==> config.mk <==
export PLATFORM = sky130hd
export DESIGN_NAME = cluster_pwr_seq
export DESIGN_NICKNAME = d
export VERILOG_FILES = /design/src/rtl/cluster_pwr_seq.sv
export SDC_FILE = /design/constraint.sdc
export NUM_CORES = 1
export LEC_CHECK = 0
export ABC_AREA = 1
export CELL_PAD_IN_SITES_DETAIL_PLACEMENT = 0
export CELL_PAD_IN_SITES_GLOBAL_PLACEMENT = 1
export CORE_ASPECT_RATIO = 0.9
export CORE_UTILIZATION = 25
export CTS_CLUSTER_DIAMETER = 200
export DETAILED_ROUTE_END_ITERATION = 10
export GPL_TIMING_DRIVEN = 0
export MAX_ROUTING_LAYER = met4
export PLACE_DENSITY = 0.74
export RECOVER_POWER = 25
export SYNTH_ARGS = -nofsm -noshare
export SYNTH_HDL_FRONTEND = slang
export SYNTH_SLANG_ARGS = --single-unit
==> constraint.sdc <==
create_clock -name clk_i -period 1.6 [get_ports clk_i]
set_input_delay 0.24 -clock clk_i [delete_from_list [all_inputs] [get_ports clk_i]]
set_output_delay 0.24 -clock clk_i [all_outputs]
set_load 0.01 [all_outputs]
==> src/rtl/cluster_pwr_seq.sv <==
`default_nettype none
// ============================================================================
// Module   : cluster_pwr_seq
// Brief    : Cluster power-up / drain / power-down sequencer, registered outputs
// Revision : 1.0 - initial release
// ============================================================================
module cluster_pwr_seq #(
  parameter int unsigned PWR_CYCLES   = 16,
  parameter int unsigned RST_CYCLES   = 8,
  parameter int unsigned IDLE_TIMEOUT = 1024
) (
  input  logic        clk_i,
  input  logic        rst_ni,
  input  logic        on_req_i,
  input  logic        off_req_i,
  input  logic [63:0] boot_addr_i,
  input  logic        cluster_busy_i,
  output logic        cluster_pow_o,
  output logic        cluster_clk_en_o,
  output logic        cluster_rstn_o,
  output logic        cluster_fetch_enable_o,
  output logic [63:0] cluster_boot_addr_o,
  output logic        seq_busy_o,
  output logic        done_o,
  output logic        timeout_o
);

  typedef enum logic [2:0] {
    S_OFF    = 3'd0,
    S_PWR_UP = 3'd1,
    S_CLK_UP = 3'd2,
    S_RUN    = 3'd3,
    S_DRAIN  = 3'd4,
    S_RST_DN = 3'd5,
    S_PWR_DN = 3'd6
  } state_e;

  localparam logic [15:0] C_PWR_LOAD  = 16'(PWR_CYCLES - 1);
  localparam logic [15:0] C_RST_LOAD  = 16'(RST_CYCLES - 1);
  localparam logic [15:0] C_IDLE_LOAD = 16'(IDLE_TIMEOUT - 1);

  state_e      state_q;
  logic [15:0] cnt_q;
  logic [4:0]  ctrl_q;
  logic        done_q;
  logic        timeout_q;
  logic [63:0] boot_q;

  // {pow, clk_en, rstn, fetch, seq_busy} for the state being entered
  function automatic logic [4:0] ctrl_of(state_e s);
    case (s)
      S_PWR_UP: return 5'b10001;
      S_CLK_UP: return 5'b11001;
      S_RUN:    return 5'b11110;
      S_DRAIN:  return 5'b11101;
      S_RST_DN: return 5'b11001;
      S_PWR_DN: return 5'b10001;
      default:  return 5'b00000;
    endcase
  endfunction

  always_ff @(posedge clk_i or negedge rst_ni) begin
    if (!rst_ni) begin
      state_q   <= S_OFF;
      cnt_q     <= '0;
      ctrl_q    <= '0;
      done_q    <= 1'b0;
      timeout_q <= 1'b0;
      boot_q    <= '0;
    end else begin
      done_q <= 1'b0;
      case (state_q)
        S_OFF: begin
          if (on_req_i) begin
            state_q   <= S_PWR_UP;
            ctrl_q    <= ctrl_of(S_PWR_UP);
            cnt_q     <= C_PWR_LOAD;
            boot_q    <= boot_addr_i;
            timeout_q <= 1'b0;
          end
        end
        S_PWR_UP: begin
          if (cnt_q == '0) begin
            state_q <= S_CLK_UP;
            ctrl_q  <= ctrl_of(S_CLK_UP);
            cnt_q   <= C_RST_LOAD;
          end else begin
            cnt_q <= cnt_q - 16'd1;
          end
        end
        S_CLK_UP: begin
          if (cnt_q == '0) begin
            state_q <= S_RUN;
            ctrl_q  <= ctrl_of(S_RUN);
            done_q  <= 1'b1;
          end else begin
            cnt_q <= cnt_q - 16'd1;
          end
        end
        S_RUN: begin
          if (off_req_i) begin
            state_q <= S_DRAIN;
            ctrl_q  <= ctrl_of(S_DRAIN);
            cnt_q   <= C_IDLE_LOAD;
          end
        end
        S_DRAIN: begin
          // An idle cluster always wins over an expiring drain timer
          if (!cluster_busy_i || cnt_q == '0) begin
            state_q <= S_RST_DN;
            ctrl_q  <= ctrl_of(S_RST_DN);
            cnt_q   <= C_RST_LOAD;
            if (cluster_busy_i) begin
              timeout_q <= 1'b1;
            end
          end else begin
            cnt_q <= cnt_q - 16'd1;
          end
        end
        S_RST_DN: begin
          if (cnt_q == '0) begin
            state_q <= S_PWR_DN;
            ctrl_q  <= ctrl_of(S_PWR_DN);
            cnt_q   <= C_PWR_LOAD;
          end else begin
            cnt_q <= cnt_q - 16'd1;
          end
        end
        S_PWR_DN: begin
          if (cnt_q == '0) begin
            state_q <= S_OFF;
            ctrl_q  <= ctrl_of(S_OFF);
            done_q  <= 1'b1;
          end else begin
            cnt_q <= cnt_q - 16'd1;
          end
        end
        default: begin
          state_q <= S_OFF;
          ctrl_q  <= ctrl_of(S_OFF);
        end
      endcase
    end
  end

  assign {cluster_pow_o, cluster_clk_en_o, cluster_rstn_o,
          cluster_fetch_enable_o, seq_busy_o} = ctrl_q;
  assign cluster_boot_addr_o = boot_q;
  assign done_o              = done_q;
  assign timeout_o           = timeout_q;

endmodule
`default_nettype wire

==> impl_results.md <==
- Largest net degree at the start of global routing: a little under 60
- Worst vdd ir: ~0.5 mV
- Final Setup Violations: 2
- Core Region: roughly 0.016 sq mm
- CTS tree: yes
- Register area share after synthesis: approximately 55%
- Vias: 3796
- Worst-case reg-to-reg path depth: 12
- R2r setup slk: -0.01 ns
- Die Height: roughly 120 um
- DP Cell Count: between 800 and 900
- I/O pins: between 100 and 150
- DRC viols: 0
- Area grow syn2layout: 54.44%
- DIE WIDTH: 137.5 um
- HP Class: in2reg
- CP Capture Type: register
- Die area: 0.01704 sq mm
- Fin crit share: 100.9%
- Final Skew: about 0.0075 ns
- Synthesized area: between 0.004 and 0.005 sq mm
- GRT Residual Overflow: 0
- Initial Utilization: between 20% and 30%
- Fmax: between 600 and 700 MHz
- Syn avg cell area: around 8 sq um
- Post-synthesis cell type count: 29
- Layout cell share with drive strength beyond 1: around 14%
- Root Buffer Master: clkbuf_16
- DP Wirelength: roughly 8.5 mm
- Synthesized flop and latch total: 90
- Startpoint Class: register
- First-pass GRT wire length: 18.18 mm
- Critical path origin: cnt_q[1]
- Arr. time, crit path: around 1.9 ns
- Failing checks: negative setup slack
- Final net count: 760
- Sink Count: 90
- Most frequent cells in the layout: nand2_1, clkdlybuf4s50_1, dfrtp_1
- PwrDens: about 800 mW/mm^2
- N_diodes: 0
- Worst path cell trace: inv_2 > ha_4 > nand3_2 > nor2_2 > nand2_2 > nand2_2 > nand2_4 > clkbuf_16 > nand2_4 > nand2_1 > nand2_1 > nand2_1
- Setup_tns: -0.01565 ns
- Worst-Margin Slew: 0.9264 ns
- Final setup margin: -0.01394 ns
- CP most frequent cell: nand2_1
- Pins over their slew limit: 0
- Worst-path clk slew: 0.07 ns
- Status: finished, violations left
- Drt wl/cell: ~13 um
- CP max stage delay: 0.40 ns
- Pwr Total: slightly above 0.005 W
- GPL Wtd Cong: between 0.8 and 0.9
- Leakage: between 3 and 4 nW
- WP data required: roughly 1.8 ns
- Initial antenna violation count: 0
- H-tree depth: 3
- Final hold slack: between 0.4 and 0.5 ns
- Number of buffers created by CTS: 9
- IO buf count: 139
- CP Class: reg2reg
- Synthesized instance count: roughly 520
- Most common library cell in the layout ignoring fill and taps: nand2_1
- CP max FO: 5
- Final hold vios: 0
- GRT Util Overall: 14.50%
- Period minus WS final: between 1.5 and 2 ns
- Vias in the first global route: about 3700
- Routed WL: ~12 mm
- CTS Buffer Depth: 2
- Clock latency on the worst-skew pair: around 0.35 ns
- Post-DRT Antenna Nets: 0
- CP max stage cell: dfrtp_1
- Synth warn: 0
- Post-route insts no fill: around 900
- Post-Syn Nets: about 600
- R2R Path Start: cnt_q[1]
- Post-route cell area: around 0.0064 sq mm
- Max cap viols: 0
- Drt initial violations: between 100 and 150
- Hold Crit Start: boot_addr_i[55]
- Hold path cells: 3
- Rel. slew slack: between 30% and 40%
- DR vias/cell: about 4.2
- Placed instance area: ~0.0058 sq mm
- First-pass DRT Iterations: 4
- FP Rows: 44
- RSZ-0062 raised after global routing: true
-- layer usage --
metal / share of wire (%) / up-vias / global-route usage, %
met5: 0 / - / -
met4: 1.5 / 0 / 5.632
met3: 8.4 / 10 / 5.495
met2: 45 / 98 / 20.63
met1: 45 / 1767 / 18.48
li1: - / 1921 / -
-- worst paths after layout --
check                                          endpoint
worst max-delay path                           cnt_q[8]
worst min-delay path            cluster_boot_addr_o[55]
worst max register to register                 cnt_q[8]
worst min register to register  cluster_boot_addr_o[14]
max in group asynchronous                    state_q[2]
min in group asynchronous                        done_o
-- critical path: cells and delay by family, from the launching register on --
family                   cells  cell delay [ns]
AND/OR/NAND/NOR              9             0.65
flip-flops                   1             0.40
buffers and inverters        2             0.29
adder cells (fa/ha/maj)      1             0.16
-- sequential cells by signal, summed over array words and instances (netlist names) --
| name | count |
|---|---|
| cnt_q | 16 |
| cluster_boot_addr_o | 64 |
| state_q | 3 |
| timeout_o | 1 |
| ctrl_q | 5 |
| done_o | 1 |
-- where the power goes --
part | switching (W) | leakage [nW] | internal, W
clock network | 0.000902 | 0.142 | 0.00126
registers | 0.0000481 | 1.13 | 0.00236
logic | 0.000190 | 1.92 | 0.000318
-- cell type report --
class                           count  area, sq um
Fill cell                        1646         9752
Inverter                           35        136.4
Clock inverter                      5        62.56
Buffer                             17        123.9
Clock buffer                       11        242.7
Sequential cell                    90         2258
Timing Repair Buffer              154         1541
Tap cell                          207        259.0
Multi-Input combinational cell    382         1754
-- Yosys cell counts --
library cell	count	share of area, %
a21oi_1	5	0.61
a22oi_1	1	0.18
a32oi_1	1	0.21
buf_2	13	1.6
buf_4	1	0.18
buf_6	2	0.55
clkbuf_1	1	0.091
dfrtp_1	90	55
ha_1	2	0.61
inv_1	29	2.6
inv_2	6	0.55
nand2_1	273	25
nand2_2	5	0.76
nand2_4	1	0.27
nand3_1	17	2.1
nand3_2	1	0.24
nand3_4	1	0.42
nand4_1	4	0.61
nor2_1	43	3.9
nor2_2	7	1.1
nor2_4	2	0.55
o2111ai_1	1	0.21
o21a_1	1	0.18
o21ai_0	2	0.24
o21ai_1	2	0.24
o21ai_2	3	0.64
o21bai_1	1	0.18
xnor2_1	1	0.21
xor2_1	8	1.7
-- cells by family after synthesis --
kind of cell / share of synthesized area, %
XOR/XNOR: 1.909
flip-flops: 54.53
AND/OR/NAND/NOR: 34.69
AO/OA/AOI/OAI: 2.696
buffers and inverters: 5.574
adder cells (fa/ha/maj): 0.6058
-- per-stage QoR --
| step | utilization, % | setup slack [ns] |
|---|---|---|
| after floorplan | - | 0.1157 |
| after global placement | 35.84 | -3.185 |
| after detailed placement | 35.99 | -0.1304 |
| after CTS | 38.34 | 0.007546 |
| after global routing | 39.54 | -0.1240 |
| final | 39.54 | -0.01394 |
-- timing repair --
item	4_1_cts	5_1_grt
endpoints found under the hold margin	33	0
pin swaps	2	13
hold buffers	1	0
cloned	0	1
setup buffers	3	9
setup endpoints to repair	33	83
gates resized for setup	12	39
(Power assumes the default switching activity.)
